<file path="config.mk">
export PLATFORM = sky130hd
export DESIGN_NAME = fft_bfly2_pipe
export DESIGN_NICKNAME = d
export VERILOG_FILES = /design/src/rtl/fft_bfly2_pipe.sv
export SDC_FILE = /design/constraint.sdc
export NUM_CORES = 2
export LEC_CHECK = 0
export CAP_MARGIN = 20
export CELL_PAD_IN_SITES_DETAIL_PLACEMENT = 1
export CELL_PAD_IN_SITES_GLOBAL_PLACEMENT = 1
export CORE_ASPECT_RATIO = 0.9
export CORE_UTILIZATION = 55
export CTS_CLUSTER_SIZE = 40
export DETAILED_ROUTE_END_ITERATION = 7
export PLACE_DENSITY = 0.87
export SETUP_SLACK_MARGIN = 0.2
export SYNTH_ARGS = -nofsm -noshare
export SYNTH_HDL_FRONTEND = slang
export SYNTH_SLANG_ARGS = --single-unit
export TNS_END_PERCENT = 50
</file>
<file path="constraint.sdc">
create_clock -name clk_i -period 13.45 [get_ports clk_i]
set_input_delay 3.3625 -clock clk_i [delete_from_list [all_inputs] [get_ports clk_i]]
set_output_delay 3.3625 -clock clk_i [all_outputs]
set_load 0.01 [all_outputs]
</file>
<file path="src/rtl/fft_bfly2_pipe.sv">
// Radix-2 DIT butterfly, three register stages, with saturation bookkeeping.
//   y1 = round((x1 * 2^ACC_LEN + x2 * W) / 2^s), y2 = round((x1 * 2^ACC_LEN - x2 * W) / 2^s)
//   where s = ACC_LEN + scale. Rounding is half toward +inf and results clip to the
//   DATA_WID range. The whole pipeline advances together on en; when the output
//   register is stalled every stage holds.
module fft_bfly2_pipe #(
  parameter int DATA_WID = 16,
  parameter int WN_WID   = 16,
  parameter int ACC_LEN  = 14,
  parameter int CNT_WID  = 16
) (
  input  logic                       clk_i,
  input  logic                       rst_n_i,
  input  logic                       in_valid_i,
  output logic                       in_ready_o,
  input  logic signed [DATA_WID-1:0] fft_data_re1_i,
  input  logic signed [DATA_WID-1:0] fft_data_im1_i,
  input  logic signed [DATA_WID-1:0] fft_data_re2_i,
  input  logic signed [DATA_WID-1:0] fft_data_im2_i,
  input  logic signed [WN_WID-1:0]   fft_wn_re_i,
  input  logic signed [WN_WID-1:0]   fft_wn_im_i,
  input  logic                       scale_i,
  output logic                       out_valid_o,
  input  logic                       out_ready_i,
  output logic signed [DATA_WID-1:0] fft_data_re1_o,
  output logic signed [DATA_WID-1:0] fft_data_im1_o,
  output logic signed [DATA_WID-1:0] fft_data_re2_o,
  output logic signed [DATA_WID-1:0] fft_data_im2_o,
  input  logic                       sat_clr_i,
  output logic                       sat_flag_o,
  output logic [CNT_WID-1:0]         sat_cnt_o
);

  // Product width holds a full complex product sum; one extra bit covers x1<<ACC_LEN +/- P
  // plus the rounding constant without overflow.
  localparam int PW = DATA_WID + WN_WID + 1;
  localparam int AW = PW + 1;

  typedef logic signed [AW-1:0] acc_t;

  localparam acc_t ONE     = {{(AW-1){1'b0}}, 1'b1};
  localparam acc_t SAT_MAX = {{(AW-DATA_WID+1){1'b0}}, {(DATA_WID-1){1'b1}}};
  localparam acc_t SAT_MIN = ~SAT_MAX;

  // Round half toward +inf, then arithmetic shift by ACC_LEN (+1 when scaling).
  function automatic acc_t rnd_shift(input acc_t a, input logic sc);
    acc_t half;
    acc_t sum;
    half = sc ? (ONE <<< ACC_LEN) : (ONE <<< (ACC_LEN - 1));
    sum  = a + half;
    return sc ? (sum >>> (ACC_LEN + 1)) : (sum >>> ACC_LEN);
  endfunction

  // Clip to the signed DATA_WID range and report whether clipping happened.
  function automatic logic [DATA_WID-1:0] sat_d(input acc_t v, output logic clip);
    if (v > SAT_MAX) begin
      clip = 1'b1;
      return SAT_MAX[DATA_WID-1:0];
    end else if (v < SAT_MIN) begin
      clip = 1'b1;
      return SAT_MIN[DATA_WID-1:0];
    end else begin
      clip = 1'b0;
      return v[DATA_WID-1:0];
    end
  endfunction

  logic en;

  logic                       s1_vld;
  logic signed [DATA_WID-1:0] s1_x1_re, s1_x1_im, s1_x2_re, s1_x2_im;
  logic signed [WN_WID-1:0]   s1_wn_re, s1_wn_im;
  logic                       s1_scale;

  logic signed [PW-1:0]       x2_re_ext, x2_im_ext, wn_re_ext, wn_im_ext;
  logic signed [PW-1:0]       p_re, p_im;

  logic                       s2_vld;
  logic signed [PW-1:0]       s2_p_re, s2_p_im;
  logic signed [DATA_WID-1:0] s2_x1_re, s2_x1_im;
  logic                       s2_scale;

  acc_t                       x1_re_sh, x1_im_sh, p_re_ext, p_im_ext;
  acc_t                       a_re, a_im, b_re, b_im;
  logic [DATA_WID-1:0]        y1_re_d, y1_im_d, y2_re_d, y2_im_d;
  logic                       clip_y1_re, clip_y1_im, clip_y2_re, clip_y2_im;
  logic                       sat_hit;

  // Single global advance: the output register is free or being drained.
  assign en         = !out_valid_o || out_ready_i;
  assign in_ready_o = en;

  // S1: operand capture.
  always_ff @(posedge clk_i or negedge rst_n_i) begin
    if (!rst_n_i) begin
      s1_vld   <= 1'b0;
      s1_x1_re <= '0;
      s1_x1_im <= '0;
      s1_x2_re <= '0;
      s1_x2_im <= '0;
      s1_wn_re <= '0;
      s1_wn_im <= '0;
      s1_scale <= 1'b0;
    end else if (en) begin
      s1_vld   <= in_valid_i;
      s1_x1_re <= fft_data_re1_i;
      s1_x1_im <= fft_data_im1_i;
      s1_x2_re <= fft_data_re2_i;
      s1_x2_im <= fft_data_im2_i;
      s1_wn_re <= fft_wn_re_i;
      s1_wn_im <= fft_wn_im_i;
      s1_scale <= scale_i;
    end
  end

  // Sign-extend operands to product width so the complex multiply is exact.
  always_comb begin
    x2_re_ext = $signed({{(PW-DATA_WID){s1_x2_re[DATA_WID-1]}}, s1_x2_re});
    x2_im_ext = $signed({{(PW-DATA_WID){s1_x2_im[DATA_WID-1]}}, s1_x2_im});
    wn_re_ext = $signed({{(PW-WN_WID){s1_wn_re[WN_WID-1]}}, s1_wn_re});
    wn_im_ext = $signed({{(PW-WN_WID){s1_wn_im[WN_WID-1]}}, s1_wn_im});
    p_re      = x2_re_ext * wn_re_ext - x2_im_ext * wn_im_ext;
    p_im      = x2_re_ext * wn_im_ext + x2_im_ext * wn_re_ext;
  end

  // S2: full-precision products, x1 and scale travel alongside.
  always_ff @(posedge clk_i or negedge rst_n_i) begin
    if (!rst_n_i) begin
      s2_vld   <= 1'b0;
      s2_p_re  <= '0;
      s2_p_im  <= '0;
      s2_x1_re <= '0;
      s2_x1_im <= '0;
      s2_scale <= 1'b0;
    end else if (en) begin
      s2_vld   <= s1_vld;
      s2_p_re  <= p_re;
      s2_p_im  <= p_im;
      s2_x1_re <= s1_x1_re;
      s2_x1_im <= s1_x1_im;
      s2_scale <= s1_scale;
    end
  end

  // Butterfly sum/difference at accumulator width, then round and clip each component.
  always_comb begin
    x1_re_sh = $signed({{(AW-DATA_WID){s2_x1_re[DATA_WID-1]}}, s2_x1_re}) <<< ACC_LEN;
    x1_im_sh = $signed({{(AW-DATA_WID){s2_x1_im[DATA_WID-1]}}, s2_x1_im}) <<< ACC_LEN;
    p_re_ext = $signed({s2_p_re[PW-1], s2_p_re});
    p_im_ext = $signed({s2_p_im[PW-1], s2_p_im});
    a_re     = x1_re_sh + p_re_ext;
    a_im     = x1_im_sh + p_im_ext;
    b_re     = x1_re_sh - p_re_ext;
    b_im     = x1_im_sh - p_im_ext;
    y1_re_d  = sat_d(rnd_shift(a_re, s2_scale), clip_y1_re);
    y1_im_d  = sat_d(rnd_shift(a_im, s2_scale), clip_y1_im);
    y2_re_d  = sat_d(rnd_shift(b_re, s2_scale), clip_y2_re);
    y2_im_d  = sat_d(rnd_shift(b_im, s2_scale), clip_y2_im);
    sat_hit  = en && s2_vld && (clip_y1_re || clip_y1_im || clip_y2_re || clip_y2_im);
  end

  // S3: registered results; holds while the consumer stalls.
  always_ff @(posedge clk_i or negedge rst_n_i) begin
    if (!rst_n_i) begin
      out_valid_o    <= 1'b0;
      fft_data_re1_o <= '0;
      fft_data_im1_o <= '0;
      fft_data_re2_o <= '0;
      fft_data_im2_o <= '0;
    end else if (en) begin
      out_valid_o    <= s2_vld;
      fft_data_re1_o <= y1_re_d;
      fft_data_im1_o <= y1_im_d;
      fft_data_re2_o <= y2_re_d;
      fft_data_im2_o <= y2_im_d;
    end
  end

  // Sticky flag and saturating event counter; clear wins over a same-cycle hit.
  always_ff @(posedge clk_i or negedge rst_n_i) begin
    if (!rst_n_i) begin
      sat_flag_o <= 1'b0;
      sat_cnt_o  <= '0;
    end else if (sat_clr_i) begin
      sat_flag_o <= 1'b0;
      sat_cnt_o  <= '0;
    end else if (sat_hit) begin
      sat_flag_o <= 1'b1;
      if (sat_cnt_o != '1) begin
        sat_cnt_o <= sat_cnt_o + CNT_WID'(1);
      end
    end
  end

endmodule

</file>
* Word level (Yosys, flattened, before mapping)
Cells that the tools add are included.
Storage, ports and cells: register bits 280, input port bits 102, output and inout bits 83, logic and storage cells 81
Cells by class: $mul 4, add/subtract/negate cells 11, equality and inequality tests 1, reductions and logical operators 10, order comparisons 8, muxes and demuxes 26
Operator list (count):
- $mux 16 | 11
- $add 34x16->34 | 4
- $mul 16x16->32 | 4
- $gt 20x16->1 const B | 4
- $lt 20x16->1 const B | 4
- $mux 19 | 4
- $add 30x33->34 | 2
- $sub 30x33->34 | 2
- $add 32x32->33 | 1
- $sub 32x32->33 | 1
- $add 16x1->16 const B | 1
- $ne 16x16->1 const B | 1
- $mux 15 | 1
- $mux 1 | 10
- $logic_or 1x1->1 | 4
- $reduce_bool 2->1 | 2
- $logic_and 1x1->1 | 2
- $reduce_and 2->1 | 1
- $logic_not 1->1 | 1

* Longest topological paths before layout
word-level depth 12, mapped depth 32, gate-level depth less buffers 31

* Worst setup path after synthesis
No wires, ideal clock.
path kind reg-to-reg, start reg s1_x2_im[15], end reg s2_p_re[31], stages on the path, launching flop included 30, required time 13317 ps, arrival 7890 ps, path slack 5427 ps, clock period less this slack 8023 ps, path buffers 1, library setup time 133 ps, path through dfrtp_1 -> clkbuf_1 -> nand2_1 -> inv_1 -> fa_1 -> inv_1 -> fa_1 -> inv_1 -> fa_1 -> inv_1 -> fa_1 -> fa_1 -> fa_1 -> fa_1 -> inv_1 -> fa_1 -> inv_1 -> ha_1 -> a21o_1 -> a21o_1 -> a21oi_1 -> nand2_1 -> o31ai_1 -> o21ai_0 -> o21a_1 -> o21a_1 -> or4_1 -> a31oi_1 -> xor2_1 -> o21ai_0
Between the ends: word-level cells in the longest chain between the ends 2
RTL lines:
- start, declared | line 71 | logic signed [DATA_WID-1:0] s1_x1_re, s1_x1_im, s1_x2_re, s1_x2_im;
- start signal, assigned | line 109 | s1_x2_im <= fft_data_im2_i;
- $mul 16x16->32 | line 122 | p_re = x2_re_ext * wn_re_ext - x2_im_ext * wn_im_ext;
- $sub 32x32->33 | line 122
- end signal, assigned | line 137 | s2_p_re <= p_re;
- end, declared | line 79 | logic signed [PW-1:0] s2_p_re, s2_p_im;
Every way passes these cells. A chain may end at the register's enable or synchronous reset.

* Final worst setup path
Ends and elaborated chain as after synthesis.

==> flow_summary.yaml <==
outcome:
  violations: "design-rule violations"
  outcome: "finished with violations"
critical_path:
  ff2ff_setup_slack_ps: 3460
  crit_top_cell: "fa_1"
  arrival_ps: 10450
  critPathLaunchType: "flop"
  worstSetupPathType: "flop to flop"
  cp_max_fo: 17
  reg2regPathDepth: 28
  endpoint_kind: "flop"
  required_ps: 13910
  cpMaxStageDelayCell: "dfrtp_1"
  r2r-end: "s2_p_re[31]"
  max_stage_delay_ps: 870
  critPathLaunch: "s1_x2_im[15]"
  reg2reg_from: "s1_x2_im[15]"
clocking:
  cts_setup_buffers: 0
  cts_made_buffers: 37
  cts_tree: "yes"
  clk_root_buffer_cell: "clkbuf_16"
  clkLatencyLatePin_ps: 640
  htree_levels: 2
  clockBufferDepth: 3
  ctsHoldBuffers: 0
  cts_num_sinks: 280
  path_clk_slew_ps: 70
  postCtsResizedCells: 0
cells_and_area:
  fill_cells: 11844
  syn_to_final_growth_pct: 7.46
  final_nets: 8076
  drive_gt1_share_pct: 3.16
synth:
  synthArstFlopShare_pct: 100
  yosysMostFrequentCell: "inv_1"
  syn_area_sq_mm: 0.0572
  synth_edf_count: 0
  synthDistinctLibCells: 83
  synth_area_leaders: "fa_1 (41%), dfrtp_1 (12%), ha_1 (10%)"
  yosys-top-cells-count: "inv_1 (1417), fa_1 (1179), nand2_1 (1044), and2_1 (478), ha_1 (463)"
  synth_cells: 6320
  synth_seq_cells: 280
  yosys.area.top_type: "fa_1"
  ys_seq_area_share_pct: 12.2
  syn_nets: 8064
  synth_top_area_share_pct: 41.2
  yosys_warnings: 0
  avgSynthCellArea_sq_um: 9.06
  synth_ff_type: "dfrtp_1"
hold_path:
  hold_class: "flop to flop"
  hold_depth: 2
  holdPathEnd: "s2_x1_re[12]"
  hp-start: "s1_x1_re[12]"
global_route:
  grt_antenna_before_repair: 9
  grt_pass1_wl_mm: 305
  grtUsageTotal_pct: 38.2
  grt_pass1_vias: 53580
  overflow: 0
  grt_max_degree: 192
timing:
  fin_crit_ps: 9990
  fin_crit_sh_pct: 74.3
  rsz0062_at_grt: "false"
  worstMarginPinSlew_ps: 1060
  slew_headroom_pct: 29.1
  hold_viol: 0
  fmax_ghz: 0.100
  setup_viol: 0
  clock_skew_ps: 67.4
  maxSlewViolCount: 0
  setup_tns_ps: 0
drt:
  wire_per_inst_microns: 25.1
  dr_wl_met2_mm: 94.6
  drtIter0Drc: 3147
  maxUsedRoutingLayer: "met5"
  wl_met1_mm: 70.8
  wl_met3_mm: 14.1
  drcViolationCount: 36
  num_vias: 45203
  wirelength_mm: 194
  via_per_inst: 5.86
  postRouteAntennaNets: 0
  firstDrtPassIters: 8
placed_design:
  hpwl_mm: 146
  gp_congestion: 0.914
  io_buffers: 184
floorplan:
  initial_core_util_pct: 55.8
  dieHeight_microns: 308
  die_area_sq_mm: 0.105
  dieWidth_microns: 342
  core_sq_mm: 0.102
  core.rowCount: 111
  io-pin-count: 185
job:
  drv_cap: 0
-- per-stage QoR --
| stage | hold slack (ps) | area (sq um) | util (%) | setup WS (ps) | std cells |
|---|---|---|---|---|---|
| floorplan | 430 | 57200 | - | 5430 | 6320 |
| global placement | 441 | 60300 | 58.8 | 4510 | 7648 |
| detailed placement | 458 | 60300 | 58.8 | 3740 | 7648 |
| CTS | 440 | 61500 | 60.0 | 3650 | 7713 |
| global route | 452 | 61500 | 60.0 | 3250 | 7714 |
| finish | 430 | 61500 | 60.0 | 3460 | 7718 |
-- cell families after synthesis --
family,count (synthesis),synth area share (%)
and+or+nand+nor,1950,16.0
buffers and inverters,1706,11.2
adders and majority gates,1642,51.4
AOI/OAI and AO/OA,565,6.27
DFF,280,12.2
xor gates and xnor gates,145,2.26
muxes,32,0.654
-- cell type report --
type                       instances  area [sq um]  area share, %
sequential                       280          7020           11.4
clock buffer                      51          1060           1.72
inverter                        1417          5330           8.66
antenna                            4          10.0         0.0163
clock inverter                    14           124          0.201
timing repair buffer             262          2460           3.99
tap                             1356          1700           2.76
multi-input combinational       4334         43800           71.2
-- metal layers --
metal / up-vias / global-route usage (%)
met5: - / 0
met4: 6 / 24.0
met3: 812 / 6.03
met2: 2112 / 64.0
met1: 23490 / 46.2
li1: 18783 / -
-- state kept, by name (all words and copies together) (netlist names), 16 cells and up --
name and cells:
s2_p_re 33, s1_x1_im 16, s2_x1_re 16, s1_wn_im 16, s1_x2_im 16, s2_p_im 33, fft_data_re2_o 16, fft_data_im1_o 16
fft_data_re1_o 16, sat_cnt_o 16, s1_x2_re 16, s2_x1_im 16, s1_x1_re 16, s1_wn_re 16, fft_data_im2_o 16
-- critical path: cells and delay by family, from the launching register on --
| family | cells | cell delay [ps] |
|---|---|---|
| flops | 1 | 870 |
| xor+xnor | 1 | 220 |
| compound gates | 9 | 2530 |
| fa+ha+maj | 9 | 4210 |
| buf+inv | 6 | 1110 |
| simple gates | 3 | 840 |
-- cell usage in the layout, fill, tap and decap left out, types with 56 or more instances in the layout --
cell	n
inv_1	1415
fa_1	1179
nand2_1	1044
and2_1	478
ha_1	463
dfrtp_1	271
nor2_1	188
clkdlybuf4s50_1	183
a21oi_1	162
o21ai_0	147
xnor2_1	93
buf_4	76
a21o_1	59
nand2b_1	56
-- how the worst max path moves through the flow --
| stage | cells past startpoint | end |
|---|---|---|
| global route | 28 | s2_p_re[31] |
| global placement | 27 | s2_p_re[31] |
| CTS | 28 | s2_p_re[31] |
| floorplan | 29 | s2_p_re[31] |
| detailed placement | 28 | s2_p_re[31] |
| finish | 28 | s2_p_re[31] |
Power is left out: the tool's default activity adds up to more than one toggle a clock period on the data nets, which glitch-free logic cannot reach.
